--- src/rtl/dragon_hit_detector.sv ---
// rtl/dragon_hit_detector.sv - shot/dragon overlap detector with flash and cooldown windows
// Optional hit counter enabled by defining DRAGON_HIT_COUNT_EN.
`timescale 1ns/1ps
module dragon_hit_detector #(
    parameter int FLASH_FRAMES    = 8,
    parameter int COOLDOWN_FRAMES = 16
) (
    input  logic       clk,
    input  logic       resetN,
    input  logic       startOfFrame,
    input  logic       pause,
    input  logic       dragonDR,
    input  logic [2:0] shotDR,
    output logic [2:0] shotDragonCollision,
    output logic       hitFlash,
    output logic [7:0] dragonHitCount
);
    typedef enum logic [1:0] {ARMED, FLASH, COOLDOWN} state_t;

    localparam logic [5:0] FLASH_LAST = 6'(FLASH_FRAMES - 1);
    localparam logic [5:0] COOL_LAST  = 6'(COOLDOWN_FRAMES - 1);

    state_t     r_state;
    state_t     w_state_nxt;
    logic [2:0] r_mask;
    logic [2:0] r_coll;
    logic       r_hit_flash;
    logic [5:0] r_frame_cnt;
    logic [2:0] w_mask_eff;
    logic [2:0] w_report;
    logic [2:0] w_mask_nxt;
    logic [2:0] w_coll_nxt;
    logic [5:0] w_frame_cnt_nxt;
    logic       w_frame_tick;

    always_comb begin
        // An overlap coinciding with startOfFrame belongs to the new frame.
        w_mask_eff      = startOfFrame ? 3'b000 : r_mask;
        w_report        = {3{dragonDR}} & shotDR & ~w_mask_eff;
        w_frame_tick    = startOfFrame & ~pause;
        w_state_nxt     = r_state;
        w_frame_cnt_nxt = r_frame_cnt;
        w_mask_nxt      = w_mask_eff;
        w_coll_nxt      = 3'b000;
        case (r_state)
            ARMED: begin
                if (!pause && (w_report != 3'b000)) begin
                    w_coll_nxt      = w_report;
                    w_mask_nxt      = w_mask_eff | w_report;
                    w_state_nxt     = FLASH;
                    w_frame_cnt_nxt = 6'd0;
                end
            end
            FLASH: begin
                if (w_frame_tick) begin
                    if (r_frame_cnt == FLASH_LAST) begin
                        w_state_nxt     = (COOLDOWN_FRAMES == 0) ? ARMED : COOLDOWN;
                        w_frame_cnt_nxt = 6'd0;
                    end else begin
                        w_frame_cnt_nxt = r_frame_cnt + 6'd1;
                    end
                end
            end
            COOLDOWN: begin
                if (w_frame_tick) begin
                    if (r_frame_cnt == COOL_LAST) begin
                        w_state_nxt     = ARMED;
                        w_frame_cnt_nxt = 6'd0;
                    end else begin
                        w_frame_cnt_nxt = r_frame_cnt + 6'd1;
                    end
                end
            end
            default: begin
                w_state_nxt     = ARMED;
                w_frame_cnt_nxt = 6'd0;
            end
        endcase
    end

    always_ff @(posedge clk or negedge resetN) begin
        if (!resetN) begin
            r_state     <= ARMED;
            r_mask      <= 3'b000;
            r_coll      <= 3'b000;
            r_hit_flash <= 1'b0;
            r_frame_cnt <= 6'd0;
        end else begin
            r_state     <= w_state_nxt;
            r_mask      <= w_mask_nxt;
            r_coll      <= w_coll_nxt;
            r_hit_flash <= (w_state_nxt == FLASH);
            r_frame_cnt <= w_frame_cnt_nxt;
        end
    end

    assign shotDragonCollision = r_coll;
    assign hitFlash            = r_hit_flash;

`ifdef DRAGON_HIT_COUNT_EN
    logic [7:0] r_hit_count;

    always_ff @(posedge clk or negedge resetN) begin
        if (!resetN) begin
            r_hit_count <= 8'd0;
        end else if ((w_coll_nxt != 3'b000) && (r_hit_count != 8'hFF)) begin
            r_hit_count <= r_hit_count + 8'd1;
        end
    end

    assign dragonHitCount = r_hit_count;
`else
    assign dragonHitCount = 8'd0;
`endif

endmodule

--- config.mk ---
export PLATFORM = sky130hd
export DESIGN_NAME = dragon_hit_detector
export DESIGN_NICKNAME = d
export VERILOG_FILES = /design/src/rtl/dragon_hit_detector.sv
export SDC_FILE = /design/constraint.sdc
export NUM_CORES = 1
export LEC_CHECK = 0
export CAP_MARGIN = 20
export CORE_AREA = 2 2 40 57
export CTS_CLUSTER_DIAMETER = 150
export DETAILED_ROUTE_END_ITERATION = 16
export DIE_AREA = 0 0 42 59
export HOLD_SLACK_MARGIN = 0.05
export PLACE_DENSITY_LB_ADDON = 0.25
export SLEW_MARGIN = 20
export SYNTH_ARGS = -nofsm -noshare
export SYNTH_HDL_FRONTEND = slang
export SYNTH_SLANG_ARGS = --single-unit
export TNS_END_PERCENT = 20
--- constraint.sdc ---
create_clock -name clk -period 2.7 [get_ports clk]
set_input_delay 0.54 -clock clk [delete_from_list [all_inputs] [get_ports clk]]
set_output_delay 0.54 -clock clk [all_outputs]
set_load 0.02 [all_outputs]
==> flow_metrics.tcl, run 1 <==
set metrics [dict create \
    worstMarginPinSlew_ns 0.6628 \
    area_growth_pct 13.41 \
    fp.dieH_um 59 \
    swShare 0.3749 \
    grt_use_total 0.1481 \
    io_buffers 11 \
    setup_viol 0 \
    cap_violations 0 \
    hold_violations 0 \
    grt_pass1_wl_um 2773 \
    ant_nets 0 \
    antenna_found_initial 0 \
    hp-class "reg -> reg" \
    cts.clk_slew.worst_paths_ns 0.09 \
    cts_resized 0 \
    drv_slew 0 \
    critPathArrivalTime_ns 2.40 \
    critical_path_class "reg -> reg" \
    drc 0 \
    crit_path_start "r_frame_cnt[0]$_DFFE_PN0P_" \
    start_util 0.4847 \
    fmax_mhz 453.5 \
    ir_drop_mv 0.4500 \
    power_frac_seq 0.424 \
    rsz0062_at_grt "false" \
    dp_hpwl_um 1264 \
    max_stage_delay_ns 0.53 \
    yosysTopAreaCellShare 0.4021 \
    cts-hold-fix-buffers 0 \
    pwr-share-comb 0.383 \
    avgViaCountPerCell 5.173 \
    yosysWarnings 0 \
    internal_power_mw 0.4148 \
    worstHoldPathCells 2 \
    synth_largest_area_cell "dfrtp_1" \
    status "completed" \
    synth-seq-cells 15 \
    core_um2 1926 \
    wl_met2_um 795 \
    drt_first_iter_violations 11 \
    syn_area_um2 933.4 \
    worstPathCellList "ha_1, or3b_4, or4b_4, a21oi_2, a211oi_2, nor4_2" \
    leakage_nw 0.4959 \
    critPathLaunchType "flop" \
    row_count 19 \
    worstHoldStart "r_mask[2]$_DFF_PN0_" \
    clk_latency_ns 0.29 \
    met1_length_um 767 \
    ys_types 30 \
    whs_ns 0.5228 \
    synth_area_leaders "dfrtp_1 40%, ha_1 6.7%, buf_4 6.4%, nand2_1 6.0%, o21ai_0 4.8%" \
    cts_tree "built" \
    die-area_um2 2478 \
    clock_sinks 15 \
    skew_ns 0.003491 \
    overflow 0 \
    reg2reg_depth 6 \
    seq_area_frac_synth 0.4021 \
    drive_above_1_share 0.06780 \
    cts-root-buf "clkbuf_4" \
    final.setup.worst_slack_ns 0.4950 \
    slowest_stage "or4b_4" \
    cp.required_ns 2.90 \
    ys_async_sr_fraction 1.000 \
    hold_end "r_mask[2]$_DFF_PN0_" \
    via_count 719 \
    critPathMaxFanout 6 \
    reg2reg_slack_ns 0.50 \
    synth_area_per_cell_um2 8.889 \
    pwr-share-clk 0.194 \
    dr_wl_met3_um 44 \
    r2r-end "hitFlash$_DFF_PN0_" \
    worstReg2RegStart "r_frame_cnt[0]$_DFFE_PN0P_" \
    place_congestion 0.8158 \
    io_pins 20 \
    numCtsBuffers 3 \
    cpLargestDelayFamily "simple AND/OR/NAND/NOR gates" \
    path_depth 6 \
    cts_setup_buffers 0 \
    num_antenna_cells 0 \
    synth_enable_flop_cells 0 \
    setup_tns_ns 0 \
    switchingPower_mw 0.2488 \
    power.density_nw_per_um2 626.9 \
    synthCells 105 \
    grt_pass1_vias 678 \
    critPathBufInv 0 \
    crit_path_end_kind "flop" \
    post_drt_wl_per_cell_um 11.89 \
    htree_num_levels 1 \
    slew_headroom 0.5567 \
    pre_cts_ws_ns 0.3888 \
    ys.flop_type "dfrtp_1" \
    die_x_um 42 \
    highest_layer "met4" \
    grt_max_degree 16 \
    dr.pass1.iters 4 \
    post-route-min-period_ns 2.205 \
    routed_wl_um 1653 \
    nets 132 \
    clockBufferDepth 2 \
    fin_crit_sh 0.8167 \
]
## power by group through the flow
stage	sequential [mW]	clock, mW	combinational [mW]
after floorplan	0.295	0	0.179
after global placement	0.285	0	0.251
after detailed placement	0.286	0	0.253
after CTS	0.282	0.136	0.255
after global routing	0.285	0.143	0.288
final	0.281	0.128	0.254
## area by class of cell
cell class,instances,area (µm²)
well taps,21,26.28
repair buffers,11,110.1
multi-input cells,80,490.5
fillers,187,867.1
inverters,8,30.03
clock buffers,4,26.28
flip-flops and latches,15,375.4
## metal layers
metal | GRT usage | vias up
met5 | 0 | -
met4 | 0.09677 | 0
met3 | 0.02134 | 5
met2 | 0.2567 | 13
met1 | 0.1689 | 321
li1 | - | 380
## sequential cells by signal, indices dropped and copies added (netlist names)
name and flops:
hitFlash 1, r_state 2, r_mask 3, shotDragonCollision 3
r_frame_cnt 6
## kinds of logic after synthesis
group | Yosys count | synth area share
simple gates | 45 | 0.2614
compound gates | 21 | 0.1555
buf+inv | 17 | 0.1005
flops | 15 | 0.4021
fa+ha+maj | 5 | 0.06702
xor+xnor | 1 | 0.009385
other cells | 1 | 0.004018
## Yosys cell counts, drive strengths merged, types with 2 or more instances
| master | instances |
|---|---|
| nand2b | 6 |
| o311ai | 2 |
| nand3 | 8 |
| dfrtp | 15 |
| inv | 8 |
| ha | 5 |
| nor2 | 5 |
| o21ai | 9 |
| and3 | 3 |
| buf | 8 |
| a21oi | 3 |
| nor3 | 2 |
| nand2 | 15 |
## tightest hold or removal path, delay by kind of cell, from the launching register on
family / cells / cell delay, ns
flip-flops: 1 / 0.33
AND/OR/NAND/NOR: 2 / 0.16
## per-stage QoR
| step | power [mW] | instance area, µm² | util | instances |
|---|---|---|---|---|
| after floorplan | 0.4742 | 959.7 | - | 112 |
| after global placement | 0.5355 | 1032 | 0.5361 | 135 |
| after detailed placement | 0.5390 | 1032 | 0.5361 | 135 |
| after CTS | 0.6723 | 1059 | 0.5497 | 139 |
| after global routing | 0.7167 | 1059 | 0.5497 | 139 |
| final | 0.6636 | 1059 | 0.5497 | 139 |
## worst max path at each step
stage | to | slack, ns
2_1_floorplan | hitFlash$_DFF_PN0_ | 0.64
3_3_place_gp | hitFlash$_DFF_PN0_ | 0.46
3_5_place_dp | hitFlash$_DFF_PN0_ | 0.39
4_1_cts | hitFlash$_DFF_PN0_ | 0.48
5_1_grt | hitFlash$_DFF_PN0_ | 0.38
6_report | hitFlash$_DFF_PN0_ | 0.50
## layout by cell type (no fill, tap or decap), drive strengths merged
| master | n |
|---|---|
| a211oi | 1 |
| a21oi | 3 |
| a222oi | 1 |
| a41o | 1 |
| and3 | 3 |
| clkbuf | 4 |
| clkdlybuf4s50 | 11 |
| conb | 8 |
| dfrtp | 15 |
| ha | 5 |
| inv | 8 |
| nand2 | 15 |
| nand2b | 6 |
| nand3 | 8 |
| nand3b | 1 |
| nand4 | 1 |
| nand4bb | 1 |
| nor2 | 5 |
| nor3 | 2 |
| nor4 | 1 |
| o21ai | 9 |
| o22ai | 1 |
| o311ai | 2 |
| o31a | 1 |
| o31ai | 1 |
| o41ai | 1 |
| or3b | 1 |
| or4b | 1 |
| xnor2 | 1 |
No activity file was read; power rests on OpenSTA's default activity.
==> run 2: changes to the inputs <==
--- a/config.mk
+++ b/config.mk
@@ -6,10 +6,10 @@
 export NUM_CORES = 1
 export LEC_CHECK = 0
 export CAP_MARGIN = 20
-export CORE_AREA = 2 2 40 57
+export CORE_AREA = 2 2 42 60
 export CTS_CLUSTER_DIAMETER = 150
 export DETAILED_ROUTE_END_ITERATION = 16
-export DIE_AREA = 0 0 42 59
+export DIE_AREA = 0 0 44 62
 export HOLD_SLACK_MARGIN = 0.05
 export PLACE_DENSITY_LB_ADDON = 0.25
 export SLEW_MARGIN = 20
==> constraint.sdc (replaced) <==
create_clock -name clk -period 1.9 [get_ports clk]
set_input_delay 0.38 -clock clk [delete_from_list [all_inputs] [get_ports clk]]
set_output_delay 0.38 -clock clk [all_outputs]
set_load 0.02 [all_outputs]
==> run 2 against run 1 <==
Utilization is 1.5 points lower. Flip-flop and latch count stayed put. Sequential share of layout area is 4.4 points lower. Power is 60% higher. First-iteration DRC count is 140% higher. Worst hold slack worse by 0.12 ns. Register-to-register slack worse by 0.48 ns. Critical path type unchanged.
==> flow_metrics.tcl, run 2 (synthesis results as in run 1) <==
set metrics [dict create \
    dpl_cell_area_um2 1142 \
    core_um2 2260 \
    regMostFlops "r_frame_cnt" \
    worstPathCellList "ha_2, or3b_4, or4b_4, a21oi_2, a211oi_2, nor4_2" \
    critPathBufInv 0 \
    die_x_um 44 \
    via_count 817 \
    nets 146 \
    cts-hold-fix-buffers 0 \
    fin_crit_sh 0.9927 \
    post_drt_wl_per_cell_um 12.58 \
    critPathArrivalTime_ns 2.09 \
    io_buffers 11 \
    drive_above_1_share 0.2197 \
    ir_drop_mv 0.4120 \
    critical_path_class "reg -> reg" \
    fillers 226 \
    reg2reg_depth 6 \
    pre_cts_ws_ns -0.2364 \
    dp_cells 151 \
    ant_nets 0 \
    setup_viol 0 \
    hp-class "in -> async" \
    cap_violations 0 \
    io_pins 20 \
    grt_use_total 0.1636 \
    hold_violations 0 \
    status "completed" \
    dr.pass1.iters 4 \
    cts_tree "built" \
    max_stage_delay_ns 0.50 \
    largest_register_ffs 6 \
    numCtsBuffers 3 \
    post-route-min-period_ns 1.886 \
    fin_area_um2 1207 \
    final.setup.worst_slack_ns 0.01394 \
    slowest_stage "or4b_4" \
    finish.utilization 0.5343 \
    fmax_mhz 530.2 \
    path_depth 6 \
    drc 0 \
    final_cell_mix "15 x dfrtp_1, 14 x nand2_1, 14 x buf_4" \
    start_util 0.4131 \
    die-area_um2 2728 \
    power.density_nw_per_um2 880.9 \
    crit_path_end_kind "flop" \
    grt_pass1_wl_um 3229 \
    overflow 0 \
    cts.clk_slew.worst_paths_ns 0.09 \
    clockBufferDepth 2 \
    cpLargestDelayFamily "simple AND/OR/NAND/NOR gates" \
    htree_num_levels 1 \
    critPathMaxFanout 2 \
    fp.dieH_um 62 \
    num_antenna_cells 0 \
    cp.required_ns 2.10 \
    leakage_nw 0.5647 \
    cts-root-buf "clkbuf_4" \
    critPathLaunchType "flop" \
    antenna_found_initial 0 \
    skew_ns 0.002166 \
    grt_max_degree 16 \
    dp_hpwl_um 1482 \
    place_congestion 0.8056 \
    drt_first_iter_violations 26 \
    cts_setup_buffers 0 \
    clk_latency_ns 0.29 \
    row_count 21 \
    drv_slew 0 \
    mostFrequentLayoutCell "dfrtp_1" \
    area_growth_pct 29.36 \
    clock_sinks 15 \
    avgViaCountPerCell 5.271 \
    final_cells 155 \
    routed_wl_um 1950 \
    grt_pass1_vias 794 \
    rsz0062_at_grt "true" \
]
==> run 2: final timing paths <==
| kind | to | from | slack [ns] |
|---|---|---|---|
| max | hitFlash$_DFF_PN0_ | r_frame_cnt[1]$_DFFE_PN0P_ | 0.01 |
| min in group clk | r_frame_cnt[5]$_DFFE_PN0P_ | r_frame_cnt[5]$_DFFE_PN0P_ | 0.57 |
| min | hitFlash$_DFF_PN0_ | resetN | 0.40 |
| max reg2reg | hitFlash$_DFF_PN0_ | r_frame_cnt[1]$_DFFE_PN0P_ | 0.01 |
| max in group asynchronous | r_frame_cnt[3]$_DFFE_PN0P_ | resetN | 1.32 |
| min reg2reg | r_frame_cnt[5]$_DFFE_PN0P_ | r_frame_cnt[5]$_DFFE_PN0P_ | 0.57 |
==> run 2: power breakdown <==
part           switching [mW]  internal [mW]
Clock                   0.106         0.0817
Sequential             0.0232          0.368
Combinational           0.271          0.214
Total                   0.400          0.663
==> run 2: metrics by stage <==
step | total power, mW | TNS [ns] | hold slack, ns
2_1_floorplan | 0.6762 | -0.1244 | 0.08441
3_3_place_gp | 0.8380 | -0.3114 | 0.5522
3_5_place_dp | 0.8461 | -0.5205 | 0.5569
4_1_cts | 1.048 | -0.02195 | 0.4040
5_1_grt | 1.138 | -0.1427 | 0.4128
6_report | 1.064 | 0 | 0.4036
==> run 2: metal layers <==
layer,up-vias,share of wire,GRT usage
met5,-,0,0
li1,408,-,-
met3,6,0.042,0.02023
met1,381,0.40,0.1700
met2,22,0.54,0.3067
met4,0,0.024,0.1039
==> run 2: timing repair <==
item                       4_1_cts  5_1_grt
setup endpoints to repair        6        8
pin swaps                        7        3
resized for setup                4        7
==> run 2: final cells by class <==
class / instances / area (µm²) / share of cell area
Clock buffer: 4 / 26.28 / 0.02176
Tap cell: 23 / 28.78 / 0.02383
Inverter: 8 / 30.03 / 0.02487
Sequential cell: 15 / 375.4 / 0.3109
Timing Repair Buffer: 25 / 215.2 / 0.1782
Multi-Input combinational cell: 80 / 531.8 / 0.4404
